==> config.mk <==
export PLATFORM = sky130hd
export DESIGN_NAME = branch_pc_unit_flat
export DESIGN_NICKNAME = d
export VERILOG_FILES = /design/src/rtl/branch_pc_if.sv /design/src/rtl/branch_pc_unit.sv /design/src/flat_wrapper.sv
export SDC_FILE = /design/constraint.sdc
export NUM_CORES = 1
export LEC_CHECK = 0
export CAP_MARGIN = 20
export CELL_PAD_IN_SITES_DETAIL_PLACEMENT = 1
export CELL_PAD_IN_SITES_GLOBAL_PLACEMENT = 1
export CORE_MARGIN = 3
export CORE_UTILIZATION = 30
export DETAILED_ROUTE_END_ITERATION = 10
export DONT_BUFFER_PORTS = 1
export PLACE_DENSITY_LB_ADDON = 0.1
export SKIP_LAST_GASP = 1
export SYNTH_ARGS = -nofsm -noshare
export SYNTH_HDL_FRONTEND = slang
export SYNTH_SLANG_ARGS = --single-unit
==> constraint.sdc <==
create_clock -name clk -period 4.4 [get_ports clk]
set_input_delay 0.44 -clock clk [delete_from_list [all_inputs] [get_ports clk]]
set_output_delay 0.44 -clock clk [all_outputs]
set_load 0.01 [all_outputs]
==> src/rtl/branch_pc_if.sv <==
// Handshake bundle between the decode stage and branch_pc_unit.
// The decode stage uses the master modport; branch_pc_unit uses the slave modport.
interface branch_pc_if #(
    parameter int XLEN  = 32,
    parameter int CNT_W = 16
);
    logic              en;
    logic              instr_valid;
    logic [2:0]        op;
    logic [XLEN-1:0]   rs_val;
    logic [XLEN-1:0]   rt_val;
    logic [15:0]       imm;
    logic [25:0]       jidx;
    logic [XLEN-1:0]   pc;
    logic [XLEN-1:0]   pc_plus4;
    logic              taken;
    logic [CNT_W-1:0]  taken_cnt;

    modport master (
        output en, instr_valid, op, rs_val, rt_val, imm, jidx,
        input  pc, pc_plus4, taken, taken_cnt
    );

    modport slave (
        input  en, instr_valid, op, rs_val, rt_val, imm, jidx,
        output pc, pc_plus4, taken, taken_cnt
    );
endinterface

==> src/rtl/branch_pc_unit.sv <==
// Architectural PC register with BEQ/BNE/BLEZ/BGTZ/J resolution and a saturating redirect counter.
// Define BRANCH_DELAY_SLOT_EN to defer every redirect by one delay-slot instruction.
module branch_pc_unit #(
    parameter int              XLEN     = 32,
    parameter logic [XLEN-1:0] RESET_PC = '0,
    parameter int              CNT_W    = 16
) (
    input  logic        clk,
    input  logic        rst,
    branch_pc_if.slave  bus
);
    localparam logic [2:0] OP_BEQ  = 3'd1;
    localparam logic [2:0] OP_BNE  = 3'd2;
    localparam logic [2:0] OP_BLEZ = 3'd3;
    localparam logic [2:0] OP_BGTZ = 3'd4;
    localparam logic [2:0] OP_J    = 3'd5;

`ifdef BRANCH_DELAY_SLOT_EN
    typedef enum logic {NORMAL, SLOT} state_t;
    logic [XLEN-1:0] pend_pc_reg;
`else
    typedef enum logic {NORMAL} state_t;
`endif

    state_t            state_reg;
    logic [XLEN-1:0]   pc_reg;
    logic              taken_reg;
    logic [CNT_W-1:0]  cnt_reg;

    logic [XLEN-1:0]   pc_plus4;
    logic [XLEN-1:0]   imm_ext;
    logic [XLEN-1:0]   br_target;
    logic [XLEN-1:0]   j_target;
    logic [XLEN-1:0]   target;
    logic              cond;
    logic              redirect_req;
    logic [CNT_W-1:0]  cnt_next;

    assign pc_plus4  = pc_reg + XLEN'(4);
    assign imm_ext   = {{(XLEN-18){bus.imm[15]}}, bus.imm, 2'b00};
    assign br_target = pc_plus4 + imm_ext;
    assign j_target  = {pc_plus4[XLEN-1:28], bus.jidx, 2'b00};
    assign target    = (bus.op == OP_J) ? j_target : br_target;

    always_comb begin
        cond = 1'b0;
        case (bus.op)
            OP_BEQ:  cond = (bus.rs_val == bus.rt_val);
            OP_BNE:  cond = (bus.rs_val != bus.rt_val);
            OP_BLEZ: cond = ($signed(bus.rs_val) <= $signed(XLEN'(0)));
            OP_BGTZ: cond = ($signed(bus.rs_val) >  $signed(XLEN'(0)));
            OP_J:    cond = 1'b1;
            default: cond = 1'b0;
        endcase
    end

    // Only a NORMAL-state instruction may start a redirect.
    assign redirect_req = bus.instr_valid && cond && (state_reg == NORMAL);
    assign cnt_next     = (cnt_reg == '1) ? cnt_reg : cnt_reg + 1'b1;

    always_ff @(posedge clk) begin
        if (rst) begin
            pc_reg    <= RESET_PC;
            taken_reg <= 1'b0;
            cnt_reg   <= '0;
            state_reg <= NORMAL;
`ifdef BRANCH_DELAY_SLOT_EN
            pend_pc_reg <= '0;
`endif
        end else if (!bus.en) begin
            taken_reg <= 1'b0;
        end else begin
            taken_reg <= 1'b0;
            pc_reg    <= pc_plus4;
`ifdef BRANCH_DELAY_SLOT_EN
            case (state_reg)
                NORMAL: begin
                    if (redirect_req) begin
                        pend_pc_reg <= target;
                        state_reg   <= SLOT;
                    end
                end
                SLOT: begin
                    // Whatever sits in the delay slot is executed as a plain instruction.
                    pc_reg    <= pend_pc_reg;
                    taken_reg <= 1'b1;
                    cnt_reg   <= cnt_next;
                    state_reg <= NORMAL;
                end
                default: state_reg <= NORMAL;
            endcase
`else
            state_reg <= NORMAL;
            if (redirect_req) begin
                pc_reg    <= target;
                taken_reg <= 1'b1;
                cnt_reg   <= cnt_next;
            end
`endif
        end
    end

    assign bus.pc        = pc_reg;
    assign bus.pc_plus4  = pc_plus4;
    assign bus.taken     = taken_reg;
    assign bus.taken_cnt = cnt_reg;
endmodule

==> src/flat_wrapper.sv <==
// flat-port wrapper written by rule: the top's interface ports become plain ports
module branch_pc_unit_flat 
#(
    parameter int              XLEN     = 32,
    parameter logic [XLEN-1:0] RESET_PC = '0,
    parameter int              CNT_W    = 16
)
  (clk, rst, bus_en, bus_instr_valid, bus_op, bus_rs_val, bus_rt_val, bus_imm, bus_jidx, bus_pc, bus_pc_plus4, bus_taken, bus_taken_cnt);
  branch_pc_if #(.XLEN(XLEN), .CNT_W(CNT_W)) bus_i ();
  input  logic clk;
  input  logic rst;
  input wire logic [$bits(bus_i.en)-1:0] bus_en;
  input wire logic [$bits(bus_i.instr_valid)-1:0] bus_instr_valid;
  input wire logic [$bits(bus_i.op)-1:0] bus_op;
  input wire logic [$bits(bus_i.rs_val)-1:0] bus_rs_val;
  input wire logic [$bits(bus_i.rt_val)-1:0] bus_rt_val;
  input wire logic [$bits(bus_i.imm)-1:0] bus_imm;
  input wire logic [$bits(bus_i.jidx)-1:0] bus_jidx;
  output wire logic [$bits(bus_i.pc)-1:0] bus_pc;
  output wire logic [$bits(bus_i.pc_plus4)-1:0] bus_pc_plus4;
  output wire logic [$bits(bus_i.taken)-1:0] bus_taken;
  output wire logic [$bits(bus_i.taken_cnt)-1:0] bus_taken_cnt;
  assign bus_i.en = bus_en;
  assign bus_i.instr_valid = bus_instr_valid;
  assign bus_i.op = bus_op;
  assign bus_i.rs_val = bus_rs_val;
  assign bus_i.rt_val = bus_rt_val;
  assign bus_i.imm = bus_imm;
  assign bus_i.jidx = bus_jidx;
  assign bus_pc = bus_i.pc;
  assign bus_pc_plus4 = bus_i.pc_plus4;
  assign bus_taken = bus_i.taken;
  assign bus_taken_cnt = bus_i.taken_cnt;
  branch_pc_unit #(.XLEN(XLEN), .RESET_PC(RESET_PC), .CNT_W(CNT_W)) u_core (.clk(clk), .rst(rst), .bus(bus_i));
endmodule
==> results by group, run 1 <==
Global route
  • First-pass GRT wire length: ~33000 um
  • Vias in the first global route: between 5000 and 6000
  • Antenna violations before repair: 0
  • GRT Total Usage: a little over a fifth
  • GR Overflow Total: 0
  • Largest net degree at the start of global routing: 55

Detailed routing
  • Vias per cell: around 5.7
  • Remaining antenna violation count after routing: 0
  • Vias: roughly 5600
  • Pre-antenna DRT Iters: 4
  • WL final: approximately 21000 um
  • DRC: 0
  • Initial DRC Count: roughly 330
  • Drt wl/cell: 22.0 um

Pwr
  • Pwr Density: about 230 mW/mm2
  • Worst vdd ir: about 0.15 mV
  • P_leak: approximately 0.0024 uW

Clocking
  • H-tree depth: 2
  • Clk root buf: clkbuf_16
  • Worst skew pair latency: approximately 300 ps
  • Hold Buf Count CTS: 0
  • TritonCTS buffer count: 5
  • Longest Clk Path Bufs: 2
  • Clock tree from TritonCTS: yes
  • Clock transition at the registers of the reported paths: 80 ps
  • CTS Sinks: 47

Die
  • Die Y: ~140 um
  • Rows: between 40 and 50
  • I/O pin total: a little under 200
  • Die Area: between 0.015 and 0.02 mm2
  • Core area: about 0.017 mm2
  • Starting Density: between 30% and 40%
  • Horiz. Die Dim: 140 um

Synth
  • Main synth FF type: dfxtp_1
  • Yosys warnings: 0
  • Post-synth top area share: approximately 17%
  • Most common library cells after synthesis: nand2_1 (81), xnor2_1 (62), nor2_1 (60)
  • Mean Syn Cell Area: ~7.4 um2
  • Largest area contributor in the netlist: dfxtp_1
  • Cell with the most instances after synthesis: nand2_1
  • Synthesized area: 0.00540 mm2
  • Yosys cell types: around 80
  • Area contributors post-synth: dfxtp_1 (17%), xnor2_1 (10%), ha_1 (8.6%)
  • Register area share after synthesis: between 15 and 20%
  • Post-synth ARST share: 0%
  • Syn Inst Count: 726
  • Flops & latches, synth: between 40 and 50
  • Post-synth EDFFs: 0

Critical path
  • Worst Path Required: 4620 ps
  • Register-to-Register Setup Slack: around 340 ps
  • Element type at the critical path start: flop
  • Reg2Reg Depth: 15
  • Critical Path Start: u_core.bus.pc[3]
  • Worst r2r src: u_core.bus.pc[3]
  • Critical path class: reg -> reg
  • Critical-path maximum fanout: 6
  • Crit end category: flop
  • Arrival time of the worst setup path: between 4000 and 5000 ps
  • CP endpoint: u_core.bus.pc[30]
  • Worst R2R End: u_core.bus.pc[30]

Placement
  • Placer Congestion: roughly 0.88
  • Dpl cell area: 0.00586 mm2
  • HPWL Detailed: 17400 um
  • IO Port Bufs: 0
  • Placed Cells: ~970

Timing
  • Worst Max-Slew Pin Slew: between 800 and 900 ps
  • RSZ-0062 raised after global routing: false
  • Final hold slack: 214 ps
  • Max-slew headroom: between 40 and 50%
  • Post-layout min period: ~4100 ps
  • Clk_skew: 7.28 ps
  • Max-slew violations: 0
  • Fmax: between 200 and 250 MHz
  • Total negative slack: 0 ps
  • Final Cycle Share: between 90% and 100%
  • Final Hold Viols: 0
  • Final setup violation count: 0

Cells and area
  • Fin util: 34.5%
  • Post-layout instance area: just over 0.006 mm2
  • Area grow syn2layout: 11.7%
  • Max FFs per register: 30
  • Final std cells w/o fill: 975
  • Inserted Diodes: 0
  • Fin nets: 900
  • Layout cells sized above 1: about a tenth

Outcome
  • Outcome: complete, no violations

Min path
  • Worst Hold Class: in -> reg

Flow run
  • Number of max-cap violations: 0
==> layout by cell type, fill, tap and decap left out, types with 13 or more instances in the layout <==
cell type / instances
or3_1: 13
xor2_1: 22
nor2_1: 59
ha_1: 37
o21ai_0: 42
a21oi_1: 58
dfxtp_1: 47
xnor2_1: 62
nand2_1: 81
nand4_1: 25
buf_4: 45
nand3_1: 25
mux2i_1: 16
inv_1: 22
==> repair_timing <==
| action | 4_1_cts | 5_1_grt |
|---|---|---|
| buffers inserted | 0 | 1 |
| endpoints found under the setup margin | 0 | 2 |
| gates resized for setup | 0 | 2 |
==> kinds of logic (layout without fill, tap and decap cells) <==
logic type	count (synthesis)	after routing	share of synthesized area, %
other	1	4	0.0694
buffers and inverters	55	76	4.91
and+or+nand+nor	287	287	27.9
xor gates and xnor gates	84	84	13.6
muxes	20	20	3.80
DFF	47	47	17.4
adders and majority gates	38	38	8.94
AOI/OAI and AO/OA	194	194	23.4
==> stage by stage <==
stage / setup slack [ps] / power (uW)
floorplan: 431 / 842
global placement: 287 / 963
detailed placement: 147 / 974
CTS: 142 / 1400
global route: 6.58 / 1470
finish: 343 / 1380
==> power breakdown <==
group	switching (uW)	internal, uW
Clock	201	218
Sequential	31.8	444
Combinational	286	202
Total	519	864
==> worst max-delay path: stages (launching register included) <==
cell and delay (ps):
dfxtp_1 470, ha_1 210, and4_1 260, nand4_1 200, inv_1 170, nand2_1 80, xnor2_1 280, ha_1 370
nand4_1 170, o221ai_1 160, a221oi_1 380, a21oi_1 180, o41ai_1 450, mux2i_1 230, nand3_1 90, a41oi_1 250
==> worst min-delay path by stage <==
stage                                  start  slack (ps)                        to  cells past startpoint
finish                                   rst         210         u_core.bus.pc[22]                      1
floorplan           u_core.bus.taken_cnt[13]         510  u_core.bus.taken_cnt[13]                      2
global route                             rst         190  u_core.bus.taken_cnt[10]                      1
detailed placement                       rst         520  u_core.bus.taken_cnt[10]                      1
CTS                                      rst         190  u_core.bus.taken_cnt[10]                      1
global placement                         rst         520         u_core.bus.pc[25]                      1
==> final cells by class <==
| class | instances | area, um2 |
|---|---|---|
| clock buffer | 5 | 125 |
| multi-input combinational | 627 | 4220 |
| fill | 2176 | 11400 |
| tap | 225 | 282 |
| inverter | 22 | 82.6 |
| sequential | 47 | 941 |
| timing repair buffer | 46 | 358 |
| clock inverter | 3 | 27.5 |
==> metal layers <==
layer / part of all wire (%) / track usage, % / up-vias
met5: 0 / 0 / -
met4: 1.1 / 3.72 / 0
met3: 7.2 / 4.51 / 12
met2: 49 / 36.6 / 186
met1: 43 / 27.1 / 2703
li1: - / - / 2695
Power figures use the tool's default switching activity.
==> inputs of run 2 (changes only) <==
- CORE_ASPECT_RATIO: unset -> 1.25
==> results by group, run 2 (synthesis gave the netlist of run 1 again) <==
Timing
  • Max-slew violations: 0
  • Final Cycle Share: between 90 and 100%
  • Final setup violation count: 0
  • Fmax: about 250 MHz
  • Clk_skew: around 6.3 ps
  • Max-slew headroom: between 50% and 60%
  • Worst Max-Slew Pin Slew: between 700 and 800 ps
  • Total negative slack: 0 ps
  • RSZ-0062 raised after global routing: false
  • Final hold slack: 224 ps
  • Final Hold Viols: 0
  • Post-layout min period: about 4000 ps

Placement
  • Dpl cell area: between 0.005 and 0.006 mm2
  • HPWL Detailed: around 17000 um
  • IO Port Bufs: 0
  • Placer Congestion: 0.901

Pwr
  • Internal: 931 uW
  • Sw frac: between 30% and 40%
  • Flop pwr share: between 30 and 40%
  • Psw: 494 uW
  • P_leak: 0.00237 uW
  • Gate power share: 34.9%
  • Worst vdd ir: roughly 0.17 mV
  • Pwr Density: 234 mW/mm2
  • Clock network power share: 31.6%

Critical path
  • Critical Path Start: u_core.bus.pc[3]
  • Worst Path Required: around 4600 ps
  • Crit-path cells: ha_1 -> and4_1 -> nand4_1 -> inv_1 -> nand3_1 -> xnor2_1 -> ha_1 -> a21oi_1 -> a21o_1 -> a21o_1 -> or3_4 -> o21a_1 -> o21ai_0 -> mux2i_1 -> o31ai_1
  • Arrival time of the worst setup path: about 4200 ps
  • Register-to-Register Setup Slack: about 350 ps
  • CP delay by family, top: compound AO/OA/AOI/OAI gates
  • Worst R2R End: u_core.bus.pc[27]
  • CP peak stage delay: approximately 440 ps
  • Worst r2r src: u_core.bus.pc[3]
  • WP buf/inv: 1
  • Critical-path maximum fanout: 5
  • Element type at the critical path start: flop
  • Critical path depth in cells: 15
  • Crit end category: flop
  • Reg2Reg Depth: 15
  • CP max-delay cell: mux2i_1
  • Critical path class: reg -> reg

Cells and area
  • Fin util: approximately a third
  • Most frequent cells in the layout: nand2_1 (81), xnor2_1 (62), nor2_1 (59)
  • Area grow syn2layout: 12.6%
  • Most common cell after layout, fill and taps aside: nand2_1
  • Layout cells sized above 1: between 10% and 20%
  • Inserted Diodes: 0
  • Fin nets: slightly above 900
  • Post-layout instance area: about 0.0061 mm2
  • Max FFs per register: 30

Global route
  • Largest net degree at the start of global routing: 48
  • Vias in the first global route: 5850
  • GRT Total Usage: 20.4%
  • GR Overflow Total: 0
  • Antenna violations before repair: 0
  • First-pass GRT wire length: 32700 um

Die
  • Rows: 54
  • Horiz. Die Dim: ~130 um
  • Die Y: between 150 and 200 um
  • I/O pin total: 194
  • Starting Density: 30.7%
  • Core area: approximately 0.018 mm2
  • Die Area: between 0.015 and 0.02 mm2

Outcome
  • Outcome: complete, no violations

Detailed routing
  • DRC: 0
  • Drt wl/cell: around 22 um
  • WL final: around 21000 um
  • Vias: 5597
  • Pre-antenna DRT Iters: 5
  • Initial DRC Count: about 300
  • Remaining antenna violation count after routing: 0
  • Vias per cell: approximately 5.7

Clocking
  • Clk root buf: clkbuf_16
  • H-tree depth: 2
  • Longest Clk Path Bufs: 2
  • Worst skew pair latency: roughly 290 ps
  • CTS Sinks: between 40 and 50
  • Clock transition at the registers of the reported paths: ~70 ps
  • TritonCTS buffer count: 5
  • Clock tree from TritonCTS: yes

Flow run
  • Number of max-cap violations: 0

Min path
  • Worst Hold Class: in -> reg
  • Hold EP: u_core.bus.pc[25]
  • Min-delay src: rst
  • Hold depth: 1
## run 2: changes by cell type in the layout (fill, tap and decap cells not counted), sizes merged
cell      before  now
clkinvlp       1    0
bufinv         0    1
clkbuf         5    6
clkinv         0    1
inv           24   22
buf           46   51
## run 2: worst max path at each step
stage	to	slack [ps]
2_1_floorplan	u_core.bus.pc[31]	430
3_3_place_gp	u_core.bus.pc[31]	260
3_5_place_dp	u_core.bus.pc[31]	130
4_1_cts	u_core.bus.pc[31]	100
5_1_grt	u_core.bus.pc[31]	50
6_report	u_core.bus.pc[27]	350
## run 2: repair_timing
| item | CTS | global route |
|---|---|---|
| hold buffers | 0 | 0 |
| setup buffers | 0 | 3 |
| endpoints found under the setup margin | 0 | 1 |
| resized for setup | 0 | 4 |
## run 2: stage by stage
stage	total power, uW	instances	setup slack [ps]
3_3_place_gp	969	968	258
3_5_place_dp	980	968	128
2_1_floorplan	842	729	431
5_1_grt	1510	979	54.2
4_1_cts	1440	976	104
6_report	1430	979	349
## run 2: metal layers
layer  vias up  share of wire, %  routed length, um  global-route usage [%]
met4         0               1.6                330                    4.45
li1       2707                 -                  -                       -
met5         -                 0                  0                       0
met2       158                50              10700                    37.5
met1      2715                42               8900                    24.4
met3        17               6.1               1300                    4.42
## run 2: worst register-to-register path, stage by stage (launching register included)
cell and delay, ps:
dfxtp_2 390, ha_1 180, and4_1 250, nand4_1 220
inv_1 150, nand3_1 120, xnor2_1 160, ha_1 360
a21oi_1 140, a21o_1 190, a21o_1 260, or3_4 430
o21a_1 200, o21ai_0 280, mux2i_1 440, o31ai_1 150
## run 2: layout make-up
cell class | count | area (um2)
Clock inverter | 2 | 35.0
Clock buffer | 6 | 139
Fill cell | 2183 | 11500
Multi-Input combinational cell | 627 | 4220
Sequential cell | 47 | 943
Inverter | 22 | 82.6
Tap cell | 224 | 280
Timing Repair Buffer | 51 | 383
## run 2: power groups by stage
| stage | Combinational (uW) | Clock, uW | Sequential, uW |
|---|---|---|---|
| floorplan | 354 | 0 | 487 |
| global placement | 484 | 0 | 485 |
| detailed placement | 493 | 0 | 486 |
| CTS | 497 | 467 | 476 |
| global route | 547 | 481 | 480 |
| finish | 497 | 451 | 477 |
==> inputs of run 3 (changes only) <==
- CELL_PAD_IN_SITES_DETAIL_PLACEMENT: 1 -> unset
- CELL_PAD_IN_SITES_GLOBAL_PLACEMENT: 1 -> unset
- PLACE_DENSITY_LB_ADDON: 0.1 -> unset
==> results by group, run 3 (synthesis gave the netlist of run 1 again) <==
Outcome
  • Outcome: complete, no violations

Flow run
  • Number of max-cap violations: 0

Timing
  • Fmax: 250 MHz
  • Final Cycle Share: 90.9%
  • Final setup violation count: 0
  • Post-layout min period: between 3000 and 4000 ps
  • Worst Max-Slew Pin Slew: a little under 800 ps
  • Total negative slack: 0 ps
  • RSZ-0062 raised after global routing: false
  • Max-slew violations: 0
  • Final Hold Viols: 0
  • Clk_skew: between 4 and 5 ps
  • Max-slew headroom: 47.5%

Critical path
  • Worst r2r src: u_core.bus.pc[3]
  • CP peak stage delay: about 460 ps
  • Reg2Reg Depth: 15
  • Worst R2R End: u_core.bus.pc[27]
  • Element type at the critical path start: flop
  • Worst Path Required: around 4600 ps
  • Critical-path maximum fanout: 5
  • Crit end category: flop
  • Arrival time of the worst setup path: about 4200 ps
  • Crit-path cells: ha_1 -> and4_1 -> nand4_1 -> inv_1 -> nand3_1 -> xnor2_1 -> ha_1 -> a21oi_1 -> a21o_1 -> a21o_1 -> or3_4 -> o21a_1 -> o21ai_0 -> mux2i_1 -> o31ai_1
  • Register-to-Register Setup Slack: 400 ps
  • CP max-delay cell: dfxtp_1
  • Critical path class: reg -> reg

Die
  • Rows: between 50 and 60
  • Horiz. Die Dim: around 130 um
  • Die Y: 156 um
  • Starting Density: 30.7%
  • I/O pin total: 194
  • Die Area: a little under 0.02 mm2
  • Core area: between 0.015 and 0.02 mm2

Global route
  • Largest net degree at the start of global routing: 48
  • Antenna violations before repair: 0
  • First-pass GRT wire length: roughly 29000 um
  • GR Overflow Total: 0
  • Vias in the first global route: approximately 5200
  • GRT Total Usage: a little under a fifth

Cells and area
  • Fin nets: approximately 900
  • Max FFs per register: 30
  • Layout cells sized above 1: 10.2%
  • Post-layout instance area: 0.00600 mm2
  • Most common cell after layout, fill and taps aside: nand2_1
  • Most frequent cells in the layout: nand2_1 (81), xnor2_1 (62), nor2_1 (59)
  • Area grow syn2layout: 11.1%
  • Inserted Diodes: 0
  • Final std cells w/o fill: between 900 and 1000

Placement
  • Placer Congestion: about 0.94
  • IO Port Bufs: 0
  • Dpl cell area: just under 0.006 mm2
  • HPWL Detailed: ~15000 um
  • Placed Cells: around 960

Min path
  • Worst Hold Class: in -> reg
  • Hold depth: 1
  • Min-delay src: rst
  • Hold EP: u_core.bus.pc[25]

Detailed routing
  • Remaining antenna violation count after routing: 0
  • DRC: 0
  • Vias per cell: ~5.6
  • Initial DRC Count: between 200 and 300
  • Vias: between 5000 and 6000
  • Pre-antenna DRT Iters: 4
  • Drt wl/cell: ~19 um
  • WL final: roughly 19000 um

Clocking
  • CTS Sinks: 47
  • Clock tree from TritonCTS: yes
  • Clk root buf: clkbuf_16
  • Worst skew pair latency: approximately 280 ps
  • Hold Buf Count CTS: 0
  • H-tree depth: 2
  • Longest Clk Path Bufs: 2
  • TritonCTS buffer count: 5
  • Clock transition at the registers of the reported paths: 60 ps

Pwr
  • Total power: between 1000 and 1500 uW
  • Worst vdd ir: ~0.16 mV
  • Pwr Density: around 220 mW/mm2
  • P_leak: approximately 0.0023 uW
## run 3: worst max-delay path by stage
stage	endpoint	depth (start not counted)	startpoint
after floorplan	u_core.bus.pc[31]	17	u_core.bus.pc[2]
after global placement	u_core.bus.pc[31]	16	u_core.bus.pc[3]
final	u_core.bus.pc[27]	15	u_core.bus.pc[3]
after global routing	u_core.bus.pc[31]	16	u_core.bus.pc[3]
after detailed placement	u_core.bus.pc[31]	16	u_core.bus.pc[3]
after CTS	u_core.bus.pc[31]	16	u_core.bus.pc[3]
## run 3: stage by stage
| step | worst slack [ps] | utilization [%] | hold WS, ps |
|---|---|---|---|
| final | 402 | 34.1 | 221 |
| after global routing | 29.7 | 34.1 | 207 |
| after CTS | 181 | 34.1 | 212 |
| after detailed placement | 195 | 33.3 | 518 |
| after global placement | 260 | 33.3 | 516 |
| after floorplan | 431 | - | 508 |
## run 3: per-layer routing
metal / GRT usage (%) / wire length (um) / up-vias
li1: - / - / 2686
met1: 22.7 / 7960 / 2542
met2: 30.5 / 8930 / 157
met3: 4.73 / 1400 / 28
met4: 4.96 / 442 / 0
met5: 0 / 0 / -
## run 3: power breakdown
group	switching (uW)	internal, uW	total (uW)
Sequential	34.1	445	479
Combinational	268	198	466
Clock	155	222	377
## run 3: critical path: cells and delay by family, from the launching register on
kind / cells / cell delay [ps]
compound gates: 6 / 1150
xor+xnor: 1 / 160
fa+ha+maj: 2 / 580
buf+inv: 1 / 170
flops: 1 / 460
mux: 1 / 360
simple gates: 4 / 990
## run 3: repair_timing
item	4_1_cts	5_1_grt
endpoints found under the setup margin	0	1
resized for setup	0	2
buffers inserted	0	0
## run 3: area by class of cell
type / instances / area, um2
Clock buffer: 6 / 139
Clock inverter: 1 / 5.00
Fill cell: 1895 / 11600
Inverter: 22 / 82.6
Multi-Input combinational cell: 627 / 4220
Sequential cell: 47 / 941
Tap cell: 224 / 280
Timing Repair Buffer: 44 / 330
